<file path="config.mk">
export PLATFORM = sky130hd
export DESIGN_NAME = vram_fetch_flat
export DESIGN_NICKNAME = d
export VERILOG_FILES = /design/src/rtl/vram_fetch_if.sv /design/src/rtl/vram_fetch.sv /design/src/flat_wrapper.sv
export SDC_FILE = /design/constraint.sdc
export NUM_CORES = 1
export LEC_CHECK = 0
export BUFFER_PORTS_ARGS = -buffer_cell sky130_fd_sc_hd__buf_2
export CORE_MARGIN = 3
export CORE_UTILIZATION = 36
export DETAILED_ROUTE_END_ITERATION = 7
export GPL_ROUTABILITY_DRIVEN = 0
export HOLD_SLACK_MARGIN = 0.08
export PLACE_DENSITY = 0.6
export SKIP_CTS_REPAIR_TIMING = 1
export SYNTH_ARGS = -nofsm -noshare
export SYNTH_HDL_FRONTEND = slang
export SYNTH_SLANG_ARGS = --single-unit
</file>
<file path="constraint.sdc">
create_clock -name clk_sys -period 2.29 [get_ports clk_sys]
set_input_delay 0.229 -clock clk_sys [delete_from_list [all_inputs] [get_ports clk_sys]]
set_output_delay 0.229 -clock clk_sys [all_outputs]
set_load 0.02 [all_outputs]
</file>
<file path="src/rtl/vram_fetch_if.sv">
// SDRAM request/acknowledge port shared by vram_fetch (master) and the SDRAM controller (slave).
interface vram_fetch_if;
  logic        sdr_req;
  logic        sdr_we;
  logic [24:0] sdr_addr;
  logic [3:0]  sdr_be;
  logic [31:0] sdr_wdata;
  logic        sdr_ack;
  logic [31:0] sdr_rdata;

  modport master (
    output sdr_req, sdr_we, sdr_addr, sdr_be, sdr_wdata,
    input  sdr_ack, sdr_rdata
  );

  modport slave (
    input  sdr_req, sdr_we, sdr_addr, sdr_be, sdr_wdata,
    output sdr_ack, sdr_rdata
  );
endinterface

</file>
<file path="src/rtl/vram_fetch.sv">
// Serialises video word fetches and posted CPU VRAM byte writes onto one SDRAM port.
// Optional macro VRAM_WRMERGE_EN merges still-queued CPU writes into returned video data.
module vram_fetch #(
  parameter logic [24:0] VRAM_BASE   = 25'h0,
  parameter int          WFIFO_DEPTH = 4
) (
  input  logic         clk_sys,
  input  logic         reset,
  input  logic         vid_rd,
  input  logic [12:0]  vid_addr,
  output logic [31:0]  vid_data,
  output logic         vid_valid,
  input  logic         cpu_we,
  input  logic [15:0]  cpu_addr,
  input  logic [7:0]   cpu_din,
  output logic         cpu_full,
  vram_fetch_if.master sdr,
  output logic [1:0]   ovf
);

  localparam int            PW      = (WFIFO_DEPTH > 1) ? $clog2(WFIFO_DEPTH) : 1;
  localparam int            CW      = PW + 1;
  localparam logic [CW-1:0] DEPTH_C = CW'(WFIFO_DEPTH);

  localparam logic [1:0] ST_IDLE = 2'd0;
  localparam logic [1:0] ST_RD   = 2'd1;
  localparam logic [1:0] ST_WR   = 2'd2;

  logic [1:0]    state_q, state_d;
  logic [12:0]   fifo_word_q [WFIFO_DEPTH];
  logic [12:0]   fifo_word_d [WFIFO_DEPTH];
  logic [1:0]    fifo_lane_q [WFIFO_DEPTH];
  logic [1:0]    fifo_lane_d [WFIFO_DEPTH];
  logic [7:0]    fifo_byte_q [WFIFO_DEPTH];
  logic [7:0]    fifo_byte_d [WFIFO_DEPTH];
  logic [PW-1:0] wr_ptr_q, wr_ptr_d;
  logic [PW-1:0] rd_ptr_q, rd_ptr_d;
  logic [CW-1:0] count_q, count_d;
  logic          pend_q, pend_d;
  logic [12:0]   pend_addr_q, pend_addr_d;
  logic          sdr_req_q, sdr_req_d;
  logic          sdr_we_q, sdr_we_d;
  logic [24:0]   sdr_addr_q, sdr_addr_d;
  logic [3:0]    sdr_be_q, sdr_be_d;
  logic [31:0]   sdr_wdata_q, sdr_wdata_d;
  logic [31:0]   vid_data_q, vid_data_d;
  logic          vid_valid_q, vid_valid_d;
  logic [1:0]    ovf_q, ovf_d;
  logic [31:0]   rd_merged;
  logic          wr_hit;
  logic          push;
  logic          pop;
  logic          consume;

`ifdef VRAM_WRMERGE_EN
  logic [12:0]   rd_word_q, rd_word_d;

  // Queued writes to the word being read overlay their byte lane, oldest first so the newest wins.
  always_comb begin
    logic [PW-1:0] idx;
    rd_merged = sdr.sdr_rdata;
    idx       = rd_ptr_q;
    for (int i = 0; i < WFIFO_DEPTH; i++) begin
      idx = rd_ptr_q + PW'(i);
      if ((CW'(i) < count_q) && (fifo_word_q[idx] == rd_word_q)) begin
        rd_merged[{fifo_lane_q[idx], 3'b000} +: 8] = fifo_byte_q[idx];
      end
    end
  end
`else
  assign rd_merged = sdr.sdr_rdata;
`endif

  always_comb begin
    state_d     = state_q;
    fifo_word_d = fifo_word_q;
    fifo_lane_d = fifo_lane_q;
    fifo_byte_d = fifo_byte_q;
    wr_ptr_d    = wr_ptr_q;
    rd_ptr_d    = rd_ptr_q;
    count_d     = count_q;
    pend_d      = pend_q;
    pend_addr_d = pend_addr_q;
    sdr_req_d   = sdr_req_q;
    sdr_we_d    = sdr_we_q;
    sdr_addr_d  = sdr_addr_q;
    sdr_be_d    = sdr_be_q;
    sdr_wdata_d = sdr_wdata_q;
    vid_data_d  = vid_data_q;
    vid_valid_d = 1'b0;
    ovf_d       = ovf_q;
`ifdef VRAM_WRMERGE_EN
    rd_word_d   = rd_word_q;
`endif

    wr_hit  = cpu_we & cpu_addr[15];
    pop     = (state_q == ST_WR) & sdr.sdr_ack;
    push    = wr_hit & ((count_q != DEPTH_C) | pop);
    consume = (state_q == ST_IDLE) & pend_q;

    // A pending read handed to the FSM this cycle is not lost, so a new strobe is not an overrun.
    if (consume) begin
      pend_d = 1'b0;
    end
    if (vid_rd) begin
      if (pend_q & ~consume) begin
        ovf_d[0] = 1'b1;
      end
      pend_d      = 1'b1;
      pend_addr_d = vid_addr;
    end

    if (wr_hit & ~push) begin
      ovf_d[1] = 1'b1;
    end
    if (push) begin
      fifo_word_d[wr_ptr_q] = cpu_addr[12:0];
      fifo_lane_d[wr_ptr_q] = cpu_addr[14:13];
      fifo_byte_d[wr_ptr_q] = cpu_din;
      wr_ptr_d              = wr_ptr_q + 1'b1;
    end
    if (pop) begin
      rd_ptr_d = rd_ptr_q + 1'b1;
    end
    case ({push, pop})
      2'b10:   count_d = count_q + 1'b1;
      2'b01:   count_d = count_q - 1'b1;
      default: count_d = count_q;
    endcase

    case (state_q)
      ST_IDLE: begin
        if (pend_q) begin
          state_d     = ST_RD;
          sdr_req_d   = 1'b1;
          sdr_we_d    = 1'b0;
          sdr_addr_d  = VRAM_BASE | {12'b0, pend_addr_q};
          sdr_be_d    = 4'b0000;
          sdr_wdata_d = 32'h0;
`ifdef VRAM_WRMERGE_EN
          rd_word_d   = pend_addr_q;
`endif
        end else if (count_q != '0) begin
          state_d     = ST_WR;
          sdr_req_d   = 1'b1;
          sdr_we_d    = 1'b1;
          sdr_addr_d  = VRAM_BASE | {12'b0, fifo_word_q[rd_ptr_q]};
          sdr_be_d    = 4'b0001 << fifo_lane_q[rd_ptr_q];
          sdr_wdata_d = {4{fifo_byte_q[rd_ptr_q]}};
        end
      end
      ST_RD: begin
        if (sdr.sdr_ack) begin
          state_d     = ST_IDLE;
          sdr_req_d   = 1'b0;
          vid_data_d  = rd_merged;
          vid_valid_d = 1'b1;
        end
      end
      ST_WR: begin
        if (sdr.sdr_ack) begin
          state_d   = ST_IDLE;
          sdr_req_d = 1'b0;
        end
      end
      default: begin
        state_d   = ST_IDLE;
        sdr_req_d = 1'b0;
      end
    endcase
  end

  always_ff @(posedge clk_sys) begin
    if (reset) begin
      state_q     <= ST_IDLE;
      wr_ptr_q    <= '0;
      rd_ptr_q    <= '0;
      count_q     <= '0;
      pend_q      <= 1'b0;
      pend_addr_q <= '0;
      sdr_req_q   <= 1'b0;
      sdr_we_q    <= 1'b0;
      sdr_addr_q  <= '0;
      sdr_be_q    <= '0;
      sdr_wdata_q <= '0;
      vid_data_q  <= '0;
      vid_valid_q <= 1'b0;
      ovf_q       <= '0;
`ifdef VRAM_WRMERGE_EN
      rd_word_q   <= '0;
`endif
    end else begin
      state_q     <= state_d;
      wr_ptr_q    <= wr_ptr_d;
      rd_ptr_q    <= rd_ptr_d;
      count_q     <= count_d;
      pend_q      <= pend_d;
      pend_addr_q <= pend_addr_d;
      sdr_req_q   <= sdr_req_d;
      sdr_we_q    <= sdr_we_d;
      sdr_addr_q  <= sdr_addr_d;
      sdr_be_q    <= sdr_be_d;
      sdr_wdata_q <= sdr_wdata_d;
      vid_data_q  <= vid_data_d;
      vid_valid_q <= vid_valid_d;
      ovf_q       <= ovf_d;
`ifdef VRAM_WRMERGE_EN
      rd_word_q   <= rd_word_d;
`endif
    end
  end

  // Entry storage needs no reset; occupancy is governed entirely by the pointers and count.
  always_ff @(posedge clk_sys) begin
    fifo_word_q <= fifo_word_d;
    fifo_lane_q <= fifo_lane_d;
    fifo_byte_q <= fifo_byte_d;
  end

  assign sdr.sdr_req   = sdr_req_q;
  assign sdr.sdr_we    = sdr_we_q;
  assign sdr.sdr_addr  = sdr_addr_q;
  assign sdr.sdr_be    = sdr_be_q;
  assign sdr.sdr_wdata = sdr_wdata_q;
  assign vid_data      = vid_data_q;
  assign vid_valid     = vid_valid_q;
  assign ovf           = ovf_q;
  assign cpu_full      = (count_q == DEPTH_C);

endmodule

</file>
<file path="src/flat_wrapper.sv">
// flat-port wrapper written by rule: the top's interface ports become plain ports
module vram_fetch_flat 
#(
  parameter logic [24:0] VRAM_BASE   = 25'h0,
  parameter int          WFIFO_DEPTH = 4
)
  (clk_sys, reset, vid_rd, vid_addr, vid_data, vid_valid, cpu_we, cpu_addr, cpu_din, cpu_full, ovf, sdr_sdr_req, sdr_sdr_we, sdr_sdr_addr, sdr_sdr_be, sdr_sdr_wdata, sdr_sdr_ack, sdr_sdr_rdata);
  vram_fetch_if sdr_i ();
  input  logic clk_sys;
  input  logic reset;
  input  logic vid_rd;
  input  logic [12:0] vid_addr;
  output logic [31:0] vid_data;
  output logic vid_valid;
  input  logic cpu_we;
  input  logic [15:0] cpu_addr;
  input  logic [7:0] cpu_din;
  output logic cpu_full;
  output logic [1:0] ovf;
  output wire logic [$bits(sdr_i.sdr_req)-1:0] sdr_sdr_req;
  output wire logic [$bits(sdr_i.sdr_we)-1:0] sdr_sdr_we;
  output wire logic [$bits(sdr_i.sdr_addr)-1:0] sdr_sdr_addr;
  output wire logic [$bits(sdr_i.sdr_be)-1:0] sdr_sdr_be;
  output wire logic [$bits(sdr_i.sdr_wdata)-1:0] sdr_sdr_wdata;
  input wire logic [$bits(sdr_i.sdr_ack)-1:0] sdr_sdr_ack;
  input wire logic [$bits(sdr_i.sdr_rdata)-1:0] sdr_sdr_rdata;
  assign sdr_sdr_req = sdr_i.sdr_req;
  assign sdr_sdr_we = sdr_i.sdr_we;
  assign sdr_sdr_addr = sdr_i.sdr_addr;
  assign sdr_sdr_be = sdr_i.sdr_be;
  assign sdr_sdr_wdata = sdr_i.sdr_wdata;
  assign sdr_i.sdr_ack = sdr_sdr_ack;
  assign sdr_i.sdr_rdata = sdr_sdr_rdata;
  vram_fetch #(.VRAM_BASE(VRAM_BASE), .WFIFO_DEPTH(WFIFO_DEPTH)) u_core (.clk_sys(clk_sys), .reset(reset), .vid_rd(vid_rd), .vid_addr(vid_addr), .vid_data(vid_data), .vid_valid(vid_valid), .cpu_we(cpu_we), .cpu_addr(cpu_addr), .cpu_din(cpu_din), .cpu_full(cpu_full), .sdr(sdr_i), .ovf(ovf));
endmodule
</file>
==> run metrics, run 1 <==
outcome complete, no violations; row count 49; Total GRT Usage 14.3%; initial antenna violation count 0; fin. max-slew vios 0; Initial Utilization 37.5%; Max VDD drop 0.451 mV; num ports 173; FMAX 462 MHz; crit-path max cell delay 0.39 ns; average wire per cell in the routed design 15.9 um; CP top delay family adder cells; Setup-failing EPs final 0; final hold violation count 0; CTS H-tree depth 4; Non-Filler Instances 970; Slew HR 42.7%; fin crit share 94.5%; via count 4589; Netlist cell types 35; CTS buffer count 17; Total Routed Length 15400 um; area grow syn2layout 29.9%; drt initial violations 178; Place WS 0.0629 ns; Post-DRT Antenna Nets 0; unrepaired setup endpoints after global routing false; Port Buffer Count 160; cell with the most instances after synthesis edfxtp_1; Slew @ Worst Pin 0.860 ns; clk buf depth 2; EDFF count, synth 92; XOR/XNOR Fraction of Synth Area 0.637%; critical path's slowest cell or3_1; Synth Warn # 0; WL met2 7880 um; placed cells 877; share of layout cells above drive strength 1 32.0%; WP data required 2.63 ns; Post-Synth Simple-Gate Area 8.32%; Non-Filler Cell Area, Final 8940 um2; Max Clock Skew 0.0120 ns; Hold Crit Class input port to flip-flop; Post-Syn Area 6880 um2; area share of the largest cell type after synthesis 40.2%; top sig layer met4; first-pass GRT wire length 22600 um; fin crit period 2.16 ns; vias per inst 4.73; grt ovf 0; Chip Width 144 um; CP Buf/Inv Count 2; worst-path maximum fanout 4; CTS tree built; Critical Path End Type flip-flop; clock sinks 177; predominant post-synthesis flop cell edfxtp_1; complex-gate fraction of the synthesized area 6.00%; diodes inserted 0; CP arrival 2.50 ns; mux share of post-synthesis cell area 11.7%; critical path class flip-flop to flip-flop; synth cell count leaders edfxtp_1, dfxtp_1, nand2_1; largest net degree at the start of global routing 35; Synth area leader edfxtp_1; Avg Inst Size Synth 13.1 um2; adder-cell share of the synthesized area 1.75%; Root Buffer clkbuf_16; CORE AREA 18300 um2; die area 20800 um2; final-stage net count 811; async set-reset flop share out of synthesis 0%; Met1 Wirelength 6550 um; met3 wire len 850 um; fin worst setup slack 0.126 ns; detailed-route DRC error count 0; final setup TNS 0 ns; Placed Area 7750 um2; Lkg Pwr 3.58 nW; HPWL after DPL 10800 um; Core Util, Final 48.7%; largest family of logic cells by synthesized area multiplexers; crit start category flip-flop; Power Density 842 nW/um2; top post-synthesis cells by area edfxtp_1, dfxtp_1, mux4_2; Skew-Pair Late Insertion Delay 0.42 ns; DRT Pass-1 Iters 4; vias in the first global route 4337; Die Height 144 um; flops & latches, synth 177; synthesized instance count 525; post-synthesis sequential area ratio 64.9%; Clock Pin Slew Worst Setup and Hold Paths 0.06 ns; max_cap viols 0; crit-path cells inv_1, ha_2, nand2_2, a21oi_2, inv_1, ha_2, fa_2, xnor2_1, or3_1, a21oi_2
worst paths after layout:
kind	slack [ns]	endpoint	from	depth (start not counted)
worst max-delay path	0.13	u_core.count_q[2]	u_core.state_q[0]	10
worst min-delay path	0.06	u_core.pend_addr_q[5]	vid_addr[5]	3
worst max register to register	0.13	u_core.count_q[2]	u_core.state_q[0]	10
worst min register to register	0.45	u_core.vid_data[29]	u_core.vid_data[29]	2
cell type report:
class | count | area [um2]
repair buffers | 240 | 1580
clock inverters | 12 | 110
inverters | 7 | 26.3
flip-flops and latches | 177 | 4470
fillers | 1582 | 9400
well taps | 229 | 287
multi-input cells | 285 | 2020
clock buffers | 20 | 447
flip-flops by register name (all words and copies together), names as in the netlist:
name / cells
u_core.sdr.sdr_req: 1
u_core.rd_ptr_q: 2
u_core.state_q: 2
u_core.count_q: 3
u_core.sdr.sdr_be: 4
u_core.sdr.sdr_addr: 13
u_core.sdr.sdr_wdata: 8
u_core.pend_q: 1
u_core.fifo_lane_q: 8
u_core.sdr.sdr_we: 1
u_core.fifo_byte_q: 32
u_core.fifo_word_q: 52
u_core.vid_data: 32
u_core.wr_ptr_q: 2
u_core.vid_valid: 1
u_core.pend_addr_q: 13
u_core.ovf: 2
through the flow:
stage,hold WS [ns],power (W)
detailed placement,0.447,0.00482
finish,0.0647,0.00752
global placement,0.439,0.00478
global route,0.0810,0.00788
floorplan,0.328,0.00452
CTS,0.00380,0.00754
logic make-up (layout without fill, tap and decap cells):
group	Yosys count	in the layout
AO/OA/AOI/OAI	68	68
XOR/XNOR	5	5
adder cells (fa/ha/maj)	9	9
buffers and inverters	74	279
flip-flops	177	177
multiplexers	51	51
other	1	12
AND/OR/NAND/NOR	140	140
per-layer routing:
metal,vias up,track usage (%)
li1,2224,-
met1,2213,17.0
met2,139,24.6
met3,13,4.60
met4,0,4.76
met5,-,0
cell usage in the layout (no fill, tap or decap), drive strengths merged, types with 8 or more instances in the layout:
| master | instances |
|---|---|
| a211oi | 13 |
| dlygate4sd3 | 61 |
| edfxtp | 92 |
| dfxtp | 85 |
| a21oi | 40 |
| conb | 12 |
| ha | 8 |
| a22oi | 8 |
| mux4 | 23 |
| inv | 8 |
| mux2i | 28 |
| clkbuf | 20 |
| buf | 179 |
| nor2 | 52 |
| nand2 | 70 |
tightest hold or removal path, cell delays in order:
cell	delay, ns
buf_2	0.08
mux2i_1	0.06
nor2_1	0.07
report_power, final:
part | internal (W) | switching, W | leakage (nW)
sequential | 0.00352 | 0.000110 | 1.53
combinational | 0.000481 | 0.000717 | 1.78
clock | 0.00153 | 0.00117 | 0.264
total | 0.00553 | 0.00199 | 3.58
Power figures use the tool's default switching activity.
==> inputs of run 2 (changes only) <==
- PLACE_DENSITY: 0.6 -> 0.68
- SKIP_CTS_REPAIR_TIMING: 1 -> unset
==> run 2 against run 1 <==
Against the previous run: count of clock-buffer cells in the layout increased by 1; core utilization increased by 0.50 points; flip-flop and latch count unchanged; maximum frequency increased by 1.1%; via count decreased by 0.78%; largest power group unchanged; hold slack improved by 0.033 ns; sequential share of layout area decreased by 0.51 points; power increased by 2.0%; first-iteration DRC count increased by 46%; critical endpoint unchanged; global-route usage increased by 0.20 points; combinational power about the same.
==> run metrics, run 2 (synthesis results as in run 1) <==
clock power share 37.1% (+1.3 points); most frequent cells in the layout buf_2, edfxtp_1, dfxtp_1; Non-Filler Cell Area, Final 9030 um2 (+1.0%); Comb power frac 15.6% (-0.3 points); Die Height 144 um (unchanged); FF-to-FF path depth 10 (unchanged); final setup TNS 0 ns (unchanged); CP arrival 2.49 ns (about the same); share of layout cells above drive strength 1 30.9% (-1.1 points); HPWL after DPL 9660 um (-10%); vias per inst 4.68 (-1.1%); clk buf depth 2 (unchanged); final hold violation count 0 (unchanged); CORE AREA 18300 um2 (unchanged); CTS tree built; Max VDD drop 0.543 mV (+20%); grt ovf 0 (unchanged); fin crit period 2.14 ns (-0.0237 ns); Hold Crit Depth 3 (unchanged); Port Buffer Count 160 (unchanged); Post-DRT Antenna Nets 0 (unchanged); WP data required 2.64 ns (about the same); most common cell after layout, fill and taps aside buf_2; Place WS 0.0980 ns (+0.0351 ns); Total GRT Usage 14.5% (+0.20 points); Lkg Pwr 3.62 nW (+1.1%); outcome complete, no violations; met3 global-route usage 4.17% (-0.43 points); Slew @ Worst Pin 0.970 ns (+0.110 ns); fin. max-slew vios 0 (unchanged); CTS H-tree depth 4 (unchanged); fillcell total 1559 (-1.5%); Critical Path End Type flip-flop; Internal 0.00562 W (+1.6%); Initial Utilization 37.5% (unchanged); area grow syn2layout 31.3%; Seq pwr share 47.3% (-1.0 points); drt initial violations 259 (+46%); num ports 173 (unchanged); Slew HR 35.1% (-7.6 points); Root Buffer clkbuf_16; unrepaired setup endpoints after global routing false; Chip Width 144 um (unchanged); Fin Hold WS 0.0979 ns (+0.0332 ns); total chip power 0.00767 W (+2.0%); clock sinks 177 (unchanged); Max Clock Skew 0.0105 ns (-0.00150 ns); number of flip-flops in the largest register 52 (unchanged); met1 usage 17.7% (+0.71 points); first-pass GRT wire length 23300 um (+2.8%); worst-path maximum fanout 4 (unchanged); row count 49 (unchanged); vias in the first global route 4446 (+2.5%); Placed Area 7750 um2 (about the same); CTS buffer count 17 (unchanged); final-stage net count 814 (+0.37%); crit start category flip-flop; fin crit share 93.5% (-1.0 points); post-CTS setup buffer count 0; die area 20800 um2 (unchanged); global routing's busiest layer met2; Skew-Pair Late Insertion Delay 0.42 ns (about the same); met2 usage 25.0% (+0.39 points); critical path class flip-flop to flip-flop; Top reg by flops u_core.fifo_word_q; initial antenna violation count 0 (unchanged); largest net degree at the start of global routing 86 (+150%); detailed-route DRC error count 0 (unchanged); DRT Pass-1 Iters 4 (unchanged); switching pwr 0.00206 W (+3.1%); diodes inserted 0 (unchanged); Power Density 850 nW/um2 (+0.95%); fin worst setup slack 0.150 ns (+0.0237 ns); max_cap viols 0 (unchanged); Total Routed Length 15100 um (-2.4%); switch share 26.8% (+0.29 points); via count 4553 (-0.78%); FMAX 467 MHz (+1.1%); Clock Pin Slew Worst Setup and Hold Paths 0.07 ns (about the same); average wire per cell in the routed design 15.5 um (-2.7%); Hold Crit Class input port to flip-flop; Setup-failing EPs final 0 (unchanged)
==> run 2: per-stage QoR <==
step / instances / utilization (%)
6_report: 973 / 49.2
5_1_grt: 973 / 49.2
4_1_cts: 973 / 49.2
3_5_place_dp: 873 / 42.3
3_3_place_gp: 873 / 42.3
2_1_floorplan: 536 / -
==> run 2: worst max-delay path, cell delays in order (launching register included) <==
cell     delay (ns)
dfxtp_1        0.33
inv_1          0.08
ha_1           0.19
nand2_2        0.10
a21oi_2        0.15
inv_1          0.05
ha_1           0.21
fa_1           0.38
xnor2_1        0.14
or3_1          0.30
a21oi_1        0.14
==> run 2: per-layer routing <==
metal | vias up | wire (um) | share of wire [%]
met5 | - | 0 | 0
met4 | 0 | 220 | 1.5
met3 | 16 | 791 | 5.3
met2 | 127 | 7640 | 51
met1 | 2178 | 6410 | 43
li1 | 2232 | - | -
==> run 2: path summary, 6_finish.rpt <==
kind | start | endpoint | slack, ns
setup / recovery | u_core.state_q[0] | u_core.count_q[2] | 0.15
hold / removal | cpu_addr[15] | u_core.ovf[1] | 0.1
setup reg to reg | u_core.state_q[0] | u_core.count_q[2] | 0.15
hold reg to reg | u_core.vid_data[8] | u_core.vid_data[8] | 0.45
==> run 2: what timing repair did <==
action                                 CTS  global route
resized for setup                        0             2
endpoints found under the hold margin  137             0
setup endpoints to repair                0             1
hold buffers                            68             0
==> run 2: area by class of cell <==
| type | instances | area [um2] | share of cell area (%) |
|---|---|---|---|
| Clock inverter | 11 | 90.1 | 0.998 |
| Timing Repair Buffer | 243 | 1640 | 18.2 |
| Inverter | 7 | 26.3 | 0.291 |
| Tap cell | 229 | 287 | 3.17 |
| Clock buffer | 21 | 504 | 5.59 |
| Multi-Input combinational cell | 285 | 2010 | 22.3 |
| Sequential cell | 177 | 4470 | 49.5 |
==> run 2: power by group through the flow <==
stage / clock network (W) / registers, W / logic [W]
after floorplan: 0 / 0.00382 / 0.000698
after global placement: 0 / 0.00369 / 0.00110
after detailed placement: 0 / 0.00370 / 0.00112
after CTS: 0.00292 / 0.00363 / 0.00121
after global routing: 0.00304 / 0.00365 / 0.00132
final: 0.00285 / 0.00363 / 0.00120
